**src/rtl/bmc_soft_pipe_pkg.sv**
```systemverilog
// Shared constants and helper functions for the soft-decision branch metric unit.
package bmc_pkg;

   // Metric width that holds N_OUT worst-case per-bit distances without overflow.
   function automatic int unsigned metric_w(input int unsigned n_out, input int unsigned soft_w);
      return soft_w + $clog2(n_out);
   endfunction

   function automatic int unsigned soft_max(input int unsigned soft_w);
      return (32'd1 << soft_w) - 32'd1;
   endfunction

endpackage

```
**src/rtl/bmc_soft_pipe_if.sv**
```systemverilog
// Valid/ready symbol input and metric output bundle of the branch metric unit.
// Carries rx_erase only when BMC_ERASURE_EN is defined.
interface bmc_soft_pipe_if
   import bmc_pkg::*;
#(
   parameter int unsigned N_OUT  = 2,
   parameter int unsigned SOFT_W = 3
);
   localparam int unsigned METRIC_W = metric_w(N_OUT, SOFT_W);
   localparam int unsigned N_HYP    = 1 << N_OUT;

   logic                         in_valid;
   logic                         in_ready;
   logic [N_OUT*SOFT_W-1:0]      rx_soft;
`ifdef BMC_ERASURE_EN
   logic [N_OUT-1:0]             rx_erase;
`endif
   logic                         out_valid;
   logic                         out_ready;
   logic [N_HYP*METRIC_W-1:0]    bm_all;
   logic [METRIC_W-1:0]          bm_min;
   logic [N_OUT-1:0]             bm_min_idx;

`ifdef BMC_ERASURE_EN
   modport master (
      output in_valid, rx_soft, rx_erase, out_ready,
      input  in_ready, out_valid, bm_all, bm_min, bm_min_idx
   );
   modport slave (
      input  in_valid, rx_soft, rx_erase, out_ready,
      output in_ready, out_valid, bm_all, bm_min, bm_min_idx
   );
`else
   modport master (
      output in_valid, rx_soft, out_ready,
      input  in_ready, out_valid, bm_all, bm_min, bm_min_idx
   );
   modport slave (
      input  in_valid, rx_soft, out_ready,
      output in_ready, out_valid, bm_all, bm_min, bm_min_idx
   );
`endif

endinterface

```
**src/rtl/bmc_soft_pipe_min_tree.sv**
```systemverilog
// Combinational argmin over 2**N_OUT metrics; on equal metrics the lower index wins.
module bmc_min_tree #(
   parameter int unsigned N_OUT    = 2,
   parameter int unsigned METRIC_W = 4
) (
   input  logic [(1<<N_OUT)*METRIC_W-1:0] metrics,
   output logic [METRIC_W-1:0]            min_metric,
   output logic [N_OUT-1:0]               min_idx
);
   localparam int unsigned N_HYP = 1 << N_OUT;

   logic [METRIC_W-1:0] lvl_val [N_OUT+1][N_HYP];
   logic [N_OUT-1:0]    lvl_idx [N_OUT+1][N_HYP];

   always_comb begin
      for (int unsigned l = 0; l <= N_OUT; l++) begin
         for (int unsigned j = 0; j < N_HYP; j++) begin
            lvl_val[l][j] = '0;
            lvl_idx[l][j] = '0;
         end
      end
      for (int unsigned h = 0; h < N_HYP; h++) begin
         lvl_val[0][h] = metrics[h*METRIC_W +: METRIC_W];
         lvl_idx[0][h] = N_OUT'(h);
      end
      // Left operand always covers lower indices, so the right one wins only when strictly smaller.
      for (int unsigned l = 0; l < N_OUT; l++) begin
         for (int unsigned j = 0; j < (N_HYP >> (l + 1)); j++) begin
            if (lvl_val[l][2*j+1] < lvl_val[l][2*j]) begin
               lvl_val[l+1][j] = lvl_val[l][2*j+1];
               lvl_idx[l+1][j] = lvl_idx[l][2*j+1];
            end else begin
               lvl_val[l+1][j] = lvl_val[l][2*j];
               lvl_idx[l+1][j] = lvl_idx[l][2*j];
            end
         end
      end
      min_metric = lvl_val[N_OUT][0];
      min_idx    = lvl_idx[N_OUT][0];
   end

endmodule

```
**src/rtl/bmc_soft_pipe.sv**
```systemverilog
// Two-stage valid/ready soft-decision branch metric unit with argmin output.
// Optional BMC_ERASURE_EN adds per-bit erasure (erased bits contribute zero distance).
module bmc_soft_pipe
   import bmc_pkg::*;
#(
   parameter int unsigned N_OUT  = 2,
   parameter int unsigned SOFT_W = 3,
   parameter int unsigned CNT_W  = 8
) (
   input  logic             clk,
   input  logic             rst,
   bmc_soft_pipe_if.slave   bus,
   output logic [CNT_W-1:0] sym_cnt
);
   localparam int unsigned         METRIC_W = metric_w(N_OUT, SOFT_W);
   localparam int unsigned         N_HYP    = 1 << N_OUT;
   localparam logic [SOFT_W-1:0]   MAX      = SOFT_W'(soft_max(SOFT_W));

   typedef logic [METRIC_W-1:0] metric_t;

   logic                          s1_valid_q;
   logic [N_OUT-1:0][SOFT_W-1:0]  d0_d, d1_d, d0_q, d1_q;
   logic                          out_valid_q;
   metric_t [N_HYP-1:0]           sum, bm_all_q;
   metric_t                       min_metric, bm_min_q;
   logic [N_OUT-1:0]              min_idx, bm_idx_q;
   logic [N_OUT-1:0]              erase;
   logic [CNT_W-1:0]              sym_cnt_q;
   logic                          s2_adv;
   logic                          s1_load;

`ifdef BMC_ERASURE_EN
   assign erase = bus.rx_erase;
`else
   assign erase = '0;
`endif

   assign s2_adv       = ~out_valid_q | bus.out_ready;
   assign bus.in_ready = ~s1_valid_q | s2_adv;
   assign s1_load      = bus.in_valid & bus.in_ready;

   // Zeroing both distances makes an erased bit neutral for every hypothesis.
   always_comb begin
      d0_d = '0;
      d1_d = '0;
      for (int unsigned i = 0; i < N_OUT; i++) begin
         if (!erase[i]) begin
            d0_d[i] = bus.rx_soft[i*SOFT_W +: SOFT_W];
            d1_d[i] = MAX - bus.rx_soft[i*SOFT_W +: SOFT_W];
         end
      end
   end

   always_ff @(posedge clk) begin
      if (rst) begin
         s1_valid_q <= 1'b0;
         d0_q       <= '0;
         d1_q       <= '0;
      end else begin
         if (bus.in_ready) s1_valid_q <= bus.in_valid;
         if (s1_load) begin
            d0_q <= d0_d;
            d1_q <= d1_d;
         end
      end
   end

   always_comb begin
      sum = '0;
      for (int unsigned h = 0; h < N_HYP; h++) begin
         for (int unsigned i = 0; i < N_OUT; i++) begin
            sum[h] = sum[h] + metric_t'(h[i] ? d1_q[i] : d0_q[i]);
         end
      end
   end

   bmc_min_tree #(
      .N_OUT    (N_OUT),
      .METRIC_W (METRIC_W)
   ) u_min_tree (
      .metrics    (sum),
      .min_metric (min_metric),
      .min_idx    (min_idx)
   );

   always_ff @(posedge clk) begin
      if (rst) begin
         out_valid_q <= 1'b0;
         bm_all_q    <= '0;
         bm_min_q    <= '0;
         bm_idx_q    <= '0;
         sym_cnt_q   <= '0;
      end else begin
         if (s2_adv) out_valid_q <= s1_valid_q;
         if (s2_adv && s1_valid_q) begin
            bm_all_q <= sum;
            bm_min_q <= min_metric;
            bm_idx_q <= min_idx;
         end
         if (out_valid_q && bus.out_ready) sym_cnt_q <= sym_cnt_q + CNT_W'(1);
      end
   end

   assign bus.out_valid  = out_valid_q;
   assign bus.bm_all     = bm_all_q;
   assign bus.bm_min     = bm_min_q;
   assign bus.bm_min_idx = bm_idx_q;
   assign sym_cnt        = sym_cnt_q;

endmodule

```
**src/flat_wrapper.sv**
```systemverilog
// flat-port wrapper written by rule: the top's interface ports become plain ports
module bmc_soft_pipe_flat import bmc_pkg::*;
#(
   parameter int unsigned N_OUT  = 2,
   parameter int unsigned SOFT_W = 3,
   parameter int unsigned CNT_W  = 8
)
  (clk, rst, sym_cnt, bus_in_valid, bus_rx_soft, bus_out_ready, bus_in_ready, bus_out_valid, bus_bm_all, bus_bm_min, bus_bm_min_idx);
  bmc_soft_pipe_if #(.N_OUT(N_OUT), .SOFT_W(SOFT_W)) bus_i ();
  input  logic clk;
  input  logic rst;
  output logic [CNT_W-1:0] sym_cnt;
  input wire logic [$bits(bus_i.in_valid)-1:0] bus_in_valid;
  input wire logic [$bits(bus_i.rx_soft)-1:0] bus_rx_soft;
  input wire logic [$bits(bus_i.out_ready)-1:0] bus_out_ready;
  output wire logic [$bits(bus_i.in_ready)-1:0] bus_in_ready;
  output wire logic [$bits(bus_i.out_valid)-1:0] bus_out_valid;
  output wire logic [$bits(bus_i.bm_all)-1:0] bus_bm_all;
  output wire logic [$bits(bus_i.bm_min)-1:0] bus_bm_min;
  output wire logic [$bits(bus_i.bm_min_idx)-1:0] bus_bm_min_idx;
  assign bus_i.in_valid = bus_in_valid;
  assign bus_i.rx_soft = bus_rx_soft;
  assign bus_i.out_ready = bus_out_ready;
  assign bus_in_ready = bus_i.in_ready;
  assign bus_out_valid = bus_i.out_valid;
  assign bus_bm_all = bus_i.bm_all;
  assign bus_bm_min = bus_i.bm_min;
  assign bus_bm_min_idx = bus_i.bm_min_idx;
  bmc_soft_pipe #(.N_OUT(N_OUT), .SOFT_W(SOFT_W), .CNT_W(CNT_W)) u_core (.clk(clk), .rst(rst), .bus(bus_i), .sym_cnt(sym_cnt));
endmodule
```
**config.mk**
```make
export PLATFORM = sky130hd
export DESIGN_NAME = bmc_soft_pipe_flat
export DESIGN_NICKNAME = d
export VERILOG_FILES = /design/src/rtl/bmc_soft_pipe_pkg.sv /design/src/rtl/bmc_soft_pipe_if.sv /design/src/rtl/bmc_soft_pipe_min_tree.sv /design/src/rtl/bmc_soft_pipe.sv /design/src/flat_wrapper.sv
export SDC_FILE = /design/constraint.sdc
export NUM_CORES = 1
export LEC_CHECK = 0
export ABC_AREA = 1
export ABC_CLOCK_PERIOD_IN_PS = 2600
export CORE_MARGIN = 3
export CORE_UTILIZATION = 30
export DETAILED_ROUTE_END_ITERATION = 10
export DONT_BUFFER_PORTS = 1
export PLACE_DENSITY = 0.56
export SKIP_LAST_GASP = 1
export SLEW_MARGIN = 20
export SYNTH_ARGS = -nofsm -noshare
export SYNTH_HDL_FRONTEND = slang
export SYNTH_SLANG_ARGS = --single-unit
```
**constraint.sdc**
```tcl
create_clock -name clk -period 2.6 [get_ports clk]
set_clock_uncertainty 0.05 [all_clocks]
set_input_delay 0.52 -clock clk [delete_from_list [all_inputs] [get_ports clk]]
set_output_delay 0.52 -clock clk [all_outputs]
set_load 0.02 [all_outputs]
```
# Word-level counts from Yosys, hierarchy flattened
# Cells that the tools add are included.
# word_totals
register_bits	44
latchBits	0
ramBits	0
romBits	0
inputBits	10
out_inout_bits	32
wordCells	36
n_memories	0
# classes
addsub	7
n_mul	0
div	0
order_cmp	3
eq_ne	0
shifts	0
mux	6
n_bitwise	5
reduce_logical	2
# op_table
op	count
adder 3 x 3 -> 4 bit	4
less-than comparator 4 bit	3
two-way mux 4 bit	3
adder 8 x 1 -> 8 bit (second input constant)	1
subtractor 3 bit (first input constant)	2
logical AND 1 bit	2
two-way mux 1 bit	2
two-way mux 2 bit	1
NOT 1 bit	2
OR 1 bit	2
AND 1 bit	1

# Depth between registers and ports, before layout
# Gate-level depths: netlist of run 1.
# depth
depth_word	5
depth_mapped	22
depth_no_buf	22

# Modules after synthesis
# A second synthesis of run 1 with hierarchy kept.
# unflattened
hier_cells	337
hier_area_um2	2486.1
# modules_own_cells
module	n_inst	cells_each	area_each_um2	seq_area_each_um2
bmc_soft_pipe	1	254	2006.9	880.8
bmc_min_tree	1	83	479.2	0.0

# Worst setup path after synthesis of run 1
# No wires, ideal clock.
# synth_path
path_type	register to register
startpoint	register u_core.d0_q[1] in the netlist's numbering
endpoint	register u_core.bm_min_q[1] (netlist: u_core.bus.bm_min[1])
setup_ns	0.117
t_arrival_ns	2.698
required_ns	2.433
setup_slack_ns	-0.265
path_stages_with_launch	19
n_path_buf	0
synth_period_minus_slack_ns	2.865
cell_sequence	dfxtp_1 -> ha_1 -> a21oi_1 -> inv_1 -> a21oi_1 -> inv_1 -> ha_1 -> inv_1 -> a21oi_4 -> nand2_4 -> nand2_1 -> o21ai_0 -> ha_1 -> a21oi_1 -> nand2_4 -> inv_2 -> nor2_1 -> nor2_1 -> nor2_1
# synth_rtl
item	line	text
start: declaration	bmc_soft_pipe.sv:22	logic [N_OUT-1:0][SOFT_W-1:0] d0_d, d1_d, d0_q, d1_q;
start signal: assignment	bmc_soft_pipe.sv:57	d0_q <= '0;
start signal: assignment	bmc_soft_pipe.sv:62	d0_q <= d0_d;
end signal: assignment	bmc_soft_pipe.sv:97	bm_min_q <= min_metric;
end: declaration	bmc_soft_pipe.sv:25	metric_t min_metric, bm_min_q;

==> metrics.md, run 1 <==
| Metric | Value |
|---|---|
| Area contributors post-synth | `dfxtp_1, ha_1, nand2_1, a21oi_1, inv_1` |
| Area share of xor/xnor cells in the synthesized design | `2.26%` |
| Placed Area | `approximately 2800 sq um` |
| Initial core utilization | `31.5%` |
| CTS root buf | `clkbuf_8` |
| Sequential share of the synthesized area | `between 30% and 40%` |
| Mapped Area | `2320 sq um` |
| CTS clk-pin slew, worst paths | `0.08 ns` |
| Vias in the first global route | `2048` |
| Area of the die | `8830 sq um` |
| Reg-to-reg critical path endpoint | `u_core.bus.bm_min[0]` |
| Final slew viol count | `0` |
| Core area | `7370 sq um` |
| EDFF count, synth | `0` |
| Unique masters post-synth | `25` |
| Vias per inst | `4.57` |
| CTS sink cnt | `44` |
| Initial DRC count | `55` |
| Post-Syn Area per Cell | `7.59 sq um` |
| CTS Buffer Depth | `2` |
| DR DRC count | `0` |
| Outcome | `finished, violations left` |
| NumNets Final | `390` |
| Diodes inserted | `0` |
| Worst hold slack | `0.222 ns` |
| # IOs | `42` |
| CP Class | `reg2reg` |
| Post-layout minimum cycle time | `roughly 2.8 ns` |
| Worst EP arrival | `~3.0 ns` |
| GRT Overall Usage | `13.7%` |
| Largest net degree at the start of global routing | `35` |
| Area growth syn-to-layout | `37.6%` |
| Top-area cell type share of the netlist area | `between 30% and 40%` |
| Worst setup EP type | `flop` |
| Mapped Cells | `about 300` |
| Max Cap Viol | `0` |
| Worst VDD drop | `~0.00026 V` |
| Setup repair after global routing missed its margin | `true` |
| CP required | `roughly 2.8 ns` |
| WHS Path Cells | `1` |
| Layout cell share with drive strength beyond 1 | `about 35%` |
| CP Launch Type | `flop` |
| DR vias | `2066` |
| I/O Buffers | `0` |
| HP Class | `in2reg` |
| Final hold viol count | `0` |
| Flop-to-flop setup slack | `-0.22 ns` |
| Failing checks | `setup timing` |
| Design area | `3190 sq um` |
| Synth area leader | `dfxtp_1` |
| Final worst slack | `-0.215 ns` |
| Site Rows | `31` |
| CTS Hold Bufs | `0` |
| Slew HR | `71.2%` |
| Fin crit share | `108%` |
| Min-delay src | `rst` |
| CTS Buf Count | `5` |
| Post-synthesis adder-cell area fraction | `around 16%` |
| #FFs+latches synth | `44` |
| Worst reg2reg path depth | `20` |
| Pre-CTS setup slack | `-0.272 ns` |
| Max Clk Rate | `355 MHz` |
| Crit. Startpoint | `u_core.d1_q[0]` |
| Critical path fanouts, max | `6` |
| Syn_nets | `344` |
| Hold endpoint | `u_core.bus.bm_min_idx[0]` |
| Final antenna-violating net count | `0` |
| Count leader, synth | `nand2_1` |
| Count of final setup violators | `6` |
| Post-synthesis mux area share | `0%` |
| Die height | `94.0 microns` |
| Synth Flop Type | `dfxtp_1` |
| Reg-to-reg critical path startpoint | `u_core.d1_q[0]` |
| Simple-gate share of the synthesized area | `17.2%` |
| Complex-gate fraction of the synthesized area | `17.9%` |
| Routability Congestion | `0.827` |
| Clk_lat worst skew | `0.30 ns` |
| YS warnings | `0` |
| Drt pass-1 iters | `4` |
| Largest family of logic cells by synthesized area | `compound AO/OA/AOI/OAI gates` |
| Fraction of registers with async set/reset | `0%` |
| CTS H-Tree Depth | `2` |
| Worst-margin pin slew | `0.431 ns` |
| Drt total wl | `5.88 mm` |
| Gr ovfl total | `0` |
| Initial antenna violation count | `0` |
| TritonCTS clock tree | `done` |
| P_leak | `roughly 1.4 nW` |
| Global-route wire length before repair | `9.52 mm` |
| Post-DR wirelength/cell | `13.0 microns` |
| Hpwl dp | `roughly 4.4 mm` |
| Synth top cells by count | `nand2_1, dfxtp_1, inv_1` |
| Chip width | `94.0 microns` |
| Power Dens Cells | `679 nW/um^2` |
==> cell type report <==
cell class | instances | area (sq um)
flip-flops and latches | 44 | 910
well taps | 99 | 124
fillers | 733 | 4180
clock inverters | 2 | 12.5
multi-input cells | 208 | 1520
inverters | 44 | 168
repair buffers | 49 | 372
clock buffers | 6 | 93.8
==> worst max path at each step <==
stage | endpoint | cells past startpoint
final | u_core.bus.bm_min[0] | 20
after floorplan | u_core.bus.bm_min[1] | 20
after global routing | u_core.bus.bm_min[2] | 22
after global placement | u_core.bus.bm_min[0] | 19
after CTS | u_core.bus.bm_min[0] | 20
after detailed placement | u_core.bus.bm_min[0] | 19
==> report_power, final <==
part | total [mW] | internal [mW] | switching [mW] | leakage (nW)
Combinational | 0.881 | 0.427 | 0.454 | 1.01
Clock | 0.489 | 0.246 | 0.244 | 0.0523
Sequential | 0.798 | 0.719 | 0.0797 | 0.367
Total | 2.17 | 1.39 | 0.777 | 1.43
==> cells in the final DEF (no fill, tap or decap), types with 5 or more instances in the layout <==
master	netlist	routed
a21oi_1	34	28
a21oi_2	1	5
buf_4	1	48
clkbuf_8	0	5
dfxtp_1	44	33
dfxtp_2	0	5
dfxtp_4	0	6
ha_1	26	15
ha_4	0	11
inv_1	41	34
inv_2	3	9
nand2_1	57	48
nand2_2	4	11
nand3_1	7	7
nor2_1	25	22
o21ai_0	30	27
==> cell families after synthesis <==
group / Yosys count
DFF: 44
adders and majority gates: 28
AOI/OAI and AO/OA: 77
and+or+nand+nor: 97
xor gates and xnor gates: 6
buffers and inverters: 54
==> flip-flops by register name, indices dropped and copies added (netlist names) <==
name	cells
u_core.bus.bm_all	16
u_core.bus.bm_min	4
u_core.bus.bm_min_idx	2
u_core.bus.out_valid	1
u_core.d0_q	6
u_core.d1_q	6
u_core.s1_valid_q	1
u_core.sym_cnt	8
==> critical path: stages (launching register included) <==
cell and delay (ns):
dfxtp_4 0.40, ha_4 0.14, inv_2 0.04, fa_2 0.55
inv_2 0.06, ha_4 0.23, nand2_2 0.05, nand2_2 0.05
nand2_2 0.08, nand2_4 0.08, nand2_2 0.07, o21ai_2 0.06
ha_1 0.29, nand2_1 0.08, nand2_1 0.06, nand2_2 0.09
nand2_4 0.08, inv_4 0.07, nor2_2 0.03, nor2_1 0.11
nor2_1 0.05
==> stage by stage <==
| step | power (mW) | TNS, ns | cells | utilization, % |
|---|---|---|---|---|
| after floorplan | 1.24 | -0.124 | 306 | - |
| after global placement | 1.47 | -1.14 | 435 | 38.1 |
| after detailed placement | 1.49 | -1.36 | 435 | 38.1 |
| after CTS | 2.05 | -0.745 | 447 | 41.8 |
| after global routing | 2.33 | -1.86 | 452 | 43.3 |
| final | 2.17 | -0.982 | 452 | 43.3 |
==> layer usage <==
| layer | track usage [%] | wire (microns) |
|---|---|---|
| met2 | 22.8 | 2750 |
| met4 | 5.66 | 155 |
| met3 | 3.29 | 251 |
| met5 | 0 | 0 |
| met1 | 17.0 | 2730 |
==> repair_timing <==
action | 4_1_cts | 5_1_grt
pin swaps | 24 | 13
endpoints found under the setup margin | 6 | 6
resized for setup | 30 | 18
buffers inserted | 4 | 5
(Power assumes the default switching activity.)
==> inputs of run 2 (changes only) <==
--- a/config.mk
+++ b/config.mk
@@ -6,7 +6,7 @@
 export NUM_CORES = 1
 export LEC_CHECK = 0
 export ABC_AREA = 1
-export ABC_CLOCK_PERIOD_IN_PS = 2600
+export ABC_CLOCK_PERIOD_IN_PS = 2550
 export CORE_MARGIN = 3
 export CORE_UTILIZATION = 30
 export DETAILED_ROUTE_END_ITERATION = 10
==> constraint.sdc (replaced) <==
create_clock -name clk -period 2.55 [get_ports clk]
set_clock_uncertainty 0.05 [all_clocks]
set_input_delay 0.51 -clock clk [delete_from_list [all_inputs] [get_ports clk]]
set_output_delay 0.51 -clock clk [all_outputs]
set_load 0.02 [all_outputs]
==> run 2 against run 1 <==
The run still ends with setup timing left. Clock power is 4.5% lower. Setup slack worse by 0.042 ns. First-iteration DRC count is 33% higher. Global-route usage is 0.10 points lower. Via count is 1.0% higher. Flip-flop and latch count stayed put. Sequential power is 2% higher. Design area is 0.78% higher. Critical path depth is 2 higher. Maximum frequency is 0.30% higher. Non-clock buffer count is 7 higher. Clock-buffer cell count stayed put. Critical endpoint is now u_core.bus.bm_min[2].
==> metrics.md, run 2 (synthesized netlist as in run 1, its figures left out) <==
| Metric | Value |
|---|---|
| Initial antenna violation count | `0 (unchanged)` |
| CP required | `2.70 ns (-0.05 ns)` |
| Layout cell share with drive strength beyond 1 | `35.0% (-0.41 points)` |
| Max reg flops | `16 (unchanged)` |
| Setup repair after global routing missed its margin | `true` |
| Gr ovfl total | `0 (unchanged)` |
| Area growth syn-to-layout | `38.6%` |
| Crit-path cells | `ha_4 > fa_2 > inv_2 > ha_4 > nand2_2 > nand2_2 > nand2_2 > buf_4 > buf_4 > buf_4 > nand3_1 > nand2_2 > nand2_1 > nand2_2 > nand2_2 > nand2_2 > nand2_4 > inv_2 > nand2_1 > nand3_1 > nand2_1 > inv_1` |
| Final slew viol count | `0 (unchanged)` |
| DR vias | `2087 (+1.0%)` |
| Pint | `1.40 mW (+0.32%)` |
| Fin Setup TNS | `-1.30 ns (-0.322 ns)` |
| Sw Pwr | `802 uW (+3.2%)` |
| Routability Congestion | `0.807 (-2.3%)` |
| Slew HR | `45.6% (-26 points)` |
| GRT Overall Usage | `13.6% (-0.10 points)` |
| Worst hold slack | `0.212 ns (-0.00995 ns)` |
| CTS H-Tree Depth | `2 (unchanged)` |
| CTS Hold Bufs | `0 (unchanged)` |
| Drt pass-1 iters | `4 (unchanged)` |
| Chip width | `94.0 microns (unchanged)` |
| NumNets Final | `397 (+1.8%)` |
| Failing checks | `setup timing` |
| Initial core utilization | `31.5% (unchanged)` |
| Final worst slack | `-0.257 ns (-0.0415 ns)` |
| Net Sw Frac | `36.5% (+0.65 points)` |
| Global-route wire length before repair | `9.63 mm (+1.2%)` |
| Bufs and invs on worst path | `6 (+3)` |
| Max Cap Viol | `0 (unchanged)` |
| Diodes inserted | `0 (unchanged)` |
| FILL cells | `739 (+0.82%)` |
| Die height | `94.0 microns (unchanged)` |
| Outcome | `finished, violations left` |
| Largest net degree at the start of global routing | `35 (unchanged)` |
| Vias in the first global route | `2029 (-0.93%)` |
| Commonest non-fill, non-tap cell in the layout | `buf_4` |
| Most frequent cells in the layout | `buf_4, nand2_1, inv_1, dfxtp_1, a21oi_1` |
| Clk_lat worst skew | `0.29 ns (about the same)` |
| CTS clk-pin slew, worst paths | `0.08 ns (about the same)` |
| Fin crit share | `110% (+1.8 points)` |
| HP Class | `in2reg` |
| Final antenna-violating net count | `0 (unchanged)` |
| Final Non-Filler Cells | `459 (+1.5%)` |
| Vias per inst | `4.55 (-0.52%)` |
| CP Class | `reg2reg` |
| DR DRC count | `0 (unchanged)` |
| Area of the die | `8830 sq um (unchanged)` |
| Placed Area | `2800 sq um (-0.40%)` |
| Max Clk Rate | `356 MHz (+0.30%)` |
| Count of final setup violators | `6 (unchanged)` |
| Initial DRC count | `73 (+33%)` |
| Crit-path max cell delay | `0.52 ns (-0.03 ns)` |
| Dpl cells | `433 (-0.46%)` |
| Design area | `3220 sq um (+0.78%)` |
| Seq pwr share | `37.0% (+0.2 points)` |
| Power Dens Cells | `683 nW/um^2 (+0.56%)` |
| Worst VDD drop | `0.000242 V (-7.2%)` |
| CTS Buffer Depth | `2 (unchanged)` |
| Worst setup EP type | `flop` |
| Pre-CTS setup slack | `-0.275 ns (-0.00311 ns)` |
| CTS sink cnt | `44 (unchanged)` |
| Post-DR wirelength/cell | `13.0 microns (-0.29%)` |
| Drt total wl | `5.95 mm (+1.3%)` |
| Largest delay share family, worst path | `adder cells` |
| Worst-margin pin slew | `0.815 ns (+0.384 ns)` |
| Site Rows | `31 (unchanged)` |
| Combinational Power Share | `41.8% (+1.2 points)` |
| CP max stage cell | `fa_2` |
| Hpwl dp | `4.22 mm (-3.1%)` |
| Final hold viol count | `0 (unchanged)` |
| Worst EP arrival | `2.96 ns (about the same)` |
| CTS root buf | `clkbuf_8` |
| P_leak | `1.46 nW (+2.0%)` |
| I/O Buffers | `0 (unchanged)` |
| Core area | `7370 sq um (unchanged)` |
| Worst path most repeated cell | `nand2_2` |
| Critical path fanouts, max | `6 (unchanged)` |
| CP Launch Type | `flop` |
| Post-layout minimum cycle time | `2.81 ns (-0.00847 ns)` |
| CTS Buf Count | `5 (unchanged)` |
| Clock power share | `21.2% (-1.4 points)` |
| # IOs | `42 (unchanged)` |
| TritonCTS clock tree | `done` |
[run 2: power by group through the flow]
| stage | registers (mW) | clock network [mW] | logic [mW] |
|---|---|---|---|
| detailed placement | 0.831 | 0 | 0.675 |
| global route | 0.821 | 0.516 | 1.02 |
| CTS | 0.816 | 0.480 | 0.767 |
| global placement | 0.831 | 0 | 0.665 |
| finish | 0.813 | 0.467 | 0.919 |
| floorplan | 0.819 | 0 | 0.449 |
[run 2: final timing paths]
kind             startpoint                       end  slack (ns)  cells after the start
max          u_core.d0_q[0]      u_core.bus.bm_min[2]       -0.26                     22
min                     rst  u_core.bus.bm_min_idx[0]        0.21                      1
max reg2reg  u_core.d0_q[0]      u_core.bus.bm_min[2]       -0.26                     22
min reg2reg  u_core.d0_q[1]            u_core.d0_q[1]        0.46                      2
[run 2: worst reg2reg max path, stage by stage (launching register included)]
cell and delay (ns):
dfxtp_4 0.37, ha_4 0.16, fa_2 0.52, inv_2 0.05
ha_4 0.26, nand2_2 0.04, nand2_2 0.06, nand2_2 0.07
buf_4 0.13, buf_4 0.12, buf_4 0.12, nand3_1 0.08
nand2_2 0.07, nand2_1 0.07, nand2_2 0.06, nand2_2 0.07
nand2_2 0.08, nand2_4 0.10, inv_2 0.05, nand2_1 0.05
nand3_1 0.06, nand2_1 0.07, inv_1 0.03
[run 2: cell type report]
class	instances	area, sq um	share of cell area (%)
clock buffer	6	82.6	2.57
inverter	44	165	5.13
sequential	44	907	28.2
tap	99	124	3.85
timing repair buffer	56	424	13.2
clock inverter	2	13.8	0.428
multi-input combinational	208	1500	46.7
[run 2: metrics by stage]
stage / utilization, % / power (mW)
final: 43.7 / 2.20
after floorplan: - / 1.27
after global placement: 37.9 / 1.50
after detailed placement: 37.9 / 1.51
after CTS: 41.1 / 2.06
after global routing: 43.7 / 2.36
[run 2: metal layers]
layer  GRT usage, %  vias up  part of all wire, %
met5              0        -                    0
met4           3.73        0                  1.6
met3           3.69        8                  4.3
met2           21.9       40                   49
met1           17.9      946                   46
li1               -     1093                    -
[run 2: timing repair]
| action | in CTS | in global routing |
|---|---|---|
| gates resized for setup | 10 | 30 |
| setup endpoints to repair | 6 | 6 |
| pin swaps | 7 | 14 |
| setup buffers | 13 | 5 |
==> inputs of run 3 (changes only) <==
--- a/config.mk
+++ b/config.mk
@@ -6,7 +6,7 @@
 export NUM_CORES = 1
 export LEC_CHECK = 0
 export ABC_AREA = 1
-export ABC_CLOCK_PERIOD_IN_PS = 2550
+export ABC_CLOCK_PERIOD_IN_PS = 2300
 export CORE_MARGIN = 3
 export CORE_UTILIZATION = 30
 export DETAILED_ROUTE_END_ITERATION = 10
==> constraint.sdc (replaced) <==
create_clock -name clk -period 2.3 [get_ports clk]
set_clock_uncertainty 0.05 [all_clocks]
set_input_delay 0.46 -clock clk [delete_from_list [all_inputs] [get_ports clk]]
set_output_delay 0.46 -clock clk [all_outputs]
set_load 0.1 [all_outputs]
==> run 3 against run 2 <==
The run still ends with setup timing left. Clock power grew 40%. Die area unchanged. Via count increased by 4.8%. Sequential power is 4.4% higher. Global-route usage rose by 0.60 points. Largest cell class unchanged. Highest routed layer unchanged.
==> metrics.md, run 3 (synthesized netlist as in run 1, its figures left out) <==
| Metric | Value |
|---|---|
| Outcome | `finished, violations left` |
| Failing checks | `setup timing` |
| Dpl cells | `466 (+7.6%)` |
| Initial core utilization | `31.5% (unchanged)` |
| Pre-CTS setup slack | `-0.557 ns (-0.282 ns)` |
| Die height | `94.0 microns (unchanged)` |
| Crit-path max cell delay | `0.58 ns (+0.06 ns)` |
| Final slew viol count | `0 (unchanged)` |
| Largest net degree at the start of global routing | `41 (+17%)` |
| Fin crit share | `124% (+13 points)` |
| Seq pwr share | `29.4% (-7.6 points)` |
| Routability Congestion | `0.789 (-2.2%)` |
| CP required | `2.46 ns (-0.24 ns)` |
| Post-layout minimum cycle time | `2.84 ns (+0.0341 ns)` |
| TritonCTS clock tree | `done` |
| CTS clk-pin slew, worst paths | `0.08 ns (about the same)` |
| Count of final setup violators | `6 (unchanged)` |
| Bufs and invs on worst path | `5 (-1)` |
| Final worst slack | `-0.541 ns (-0.284 ns)` |
| DR DRC count | `0 (unchanged)` |
| Area growth syn-to-layout | `47.6%` |
| Vias in the first global route | `2132 (+5.1%)` |
| Final antenna-violating net count | `0 (unchanged)` |
| Final Util | `46.5% (+2.8 points)` |
| Area of the die | `8830 sq um (unchanged)` |
| FF+latch area | `902 sq um (-0.55%)` |
| Worst-margin pin slew | `0.362 ns (-0.453 ns)` |
| Hpwl dp | `4.45 mm (+5.6%)` |
| Drt pass-1 iters | `4 (unchanged)` |
| I/O Buffers | `0 (unchanged)` |
| Initial DRC count | `99 (+36%)` |
| Clk_lat worst skew | `0.30 ns (about the same)` |
| Diodes inserted | `0 (unchanged)` |
| CP max stage cell | `fa_2` |
| Worst VDD drop | `0.000288 V (+19%)` |
| Sw Pwr | `1.14 mW (+42%)` |
| Commonest non-fill, non-tap cell in the layout | `buf_4` |
| Post-DR wirelength/cell | `12.3 microns (-4.9%)` |
| Largest delay share family, worst path | `adder cells` |
| Core area | `7370 sq um (unchanged)` |
| Layout cell share with drive strength beyond 1 | `38.6% (+3.6 points)` |
| Final Non-Filler Cells | `485 (+5.7%)` |
| CP Launch Type | `flop` |
| Slew HR | `75.9% (+30 points)` |
| Combinational Power Share | `48.1% (+6.3 points)` |
| DR vias | `2187 (+4.8%)` |
| CTS root buf | `clkbuf_8` |
| Power Dens Cells | `844 nW/um^2 (+24%)` |
| CTS Buffer Depth | `2 (unchanged)` |
| Net Sw Frac | `39.3% (+2.8 points)` |
| Final hold viol count | `0 (unchanged)` |
| Site Rows | `31 (unchanged)` |
| Global-route wire length before repair | `9.94 mm (+3.2%)` |
| Max reg flops | `16 (unchanged)` |
| CTS Buf Count | `5 (unchanged)` |
| CP Class | `reg2reg` |
| Vias per inst | `4.51 (-0.83%)` |
| Critical path fanouts, max | `6 (unchanged)` |
| Drt total wl | `5.98 mm (+0.49%)` |
| Most frequent cells in the layout | `buf_4, nand2_1, inv_1` |
| CTS H-Tree Depth | `2 (unchanged)` |
| Worst EP arrival | `3.00 ns (+0.04 ns)` |
| FILL cells | `757 (+2.4%)` |
| Pint | `1.76 mW (+26%)` |
| # IOs | `42 (unchanged)` |
| Clock power share | `22.6% (+1.4 points)` |
| Setup repair after global routing missed its margin | `true` |
| Crit-path cells | `buf_4 > fa_2 > inv_2 > ha_4 > nand2_1 > nand2_1 > nand2_2 > nand2_4 > nand2_2 > o21ai_4 > inv_2 > ha_4 > nand2_2 > nand2_2 > nand2_2 > nand2_4 > inv_4 > nand2_2 > nand3_2 > nand2_1 > inv_1` |
| NumNets Final | `424 (+6.8%)` |
| Initial antenna violation count | `0 (unchanged)` |
| CTS sink cnt | `44 (unchanged)` |
| Multi-input logic area | `1480 sq um (-1.3%)` |
| HP Class | `in2reg` |
| GRT Overall Usage | `14.2% (+0.60 points)` |
| Max Clk Rate | `352 MHz (-1.2%)` |
| Gr ovfl total | `0 (unchanged)` |
| P_leak | `1.63 nW (+12%)` |
| Worst setup EP type | `flop` |
| Max Cap Viol | `0 (unchanged)` |
| Chip width | `94.0 microns (unchanged)` |
| Worst path most repeated cell | `nand2_2` |
-- run 3: path summary, 6_finish.rpt --
| path | from | to | slack [ns] | cells past startpoint |
|---|---|---|---|---|
| worst max-delay path | u_core.d1_q[4] | u_core.bus.bm_min[2] | -0.54 | 21 |
| worst min-delay path | rst | u_core.bus.bm_min_idx[0] | 0.16 | 1 |
| worst max register to register | u_core.d1_q[4] | u_core.bus.bm_min[2] | -0.54 | 21 |
| worst min register to register | u_core.bus.bm_min_idx[0] | u_core.bus.bm_min_idx[0] | 0.44 | 2 |
-- run 3: power by group through the flow --
stage | clock, mW | sequential (mW) | combinational, mW
finish | 0.653 | 0.849 | 1.39
global route | 0.715 | 0.855 | 1.51
CTS | 0.673 | 0.850 | 1.19
detailed placement | 0 | 0.867 | 1.08
global placement | 0 | 0.866 | 1.07
floorplan | 0 | 1.13 | 0.500
-- run 3: per-layer routing --
metal | wire, microns | GRT usage, % | share of wire (%)
met1 | 2750 | 17.8 | 46
met2 | 2940 | 23.9 | 49
met3 | 218 | 4.01 | 3.6
met4 | 77 | 3.97 | 1.3
met5 | 0 | 0 | 0
-- run 3: repair_timing --
action,CTS,global route
endpoints found under the hold margin,0,0
gates resized for setup,19,15
setup buffers,7,5
hold buffers,0,0
endpoints found under the setup margin,6,6
pin swaps,15,20
-- run 3: through the flow --
stage | power, mW | area [sq um] | TNS [ns] | hold slack (ns)
finish | 2.89 | 3430 | -2.98 | 0.163
global route | 3.08 | 3430 | -4.05 | 0.133
CTS | 2.72 | 3320 | -2.68 | 0.150
detailed placement | 1.94 | 3060 | -3.12 | 0.426
global placement | 1.93 | 3060 | -2.93 | 0.404
floorplan | 1.63 | 2440 | -1.78 | 0.416
-- run 3: final cells by class --
type | count | area share (%)
clock buffers | 6 | 2.74
flip-flops and latches | 44 | 26.3
multi-input cells | 208 | 43.3
inverters | 44 | 4.89
clock inverters | 1 | 0.876
repair buffers | 83 | 18.3
well taps | 99 | 3.61
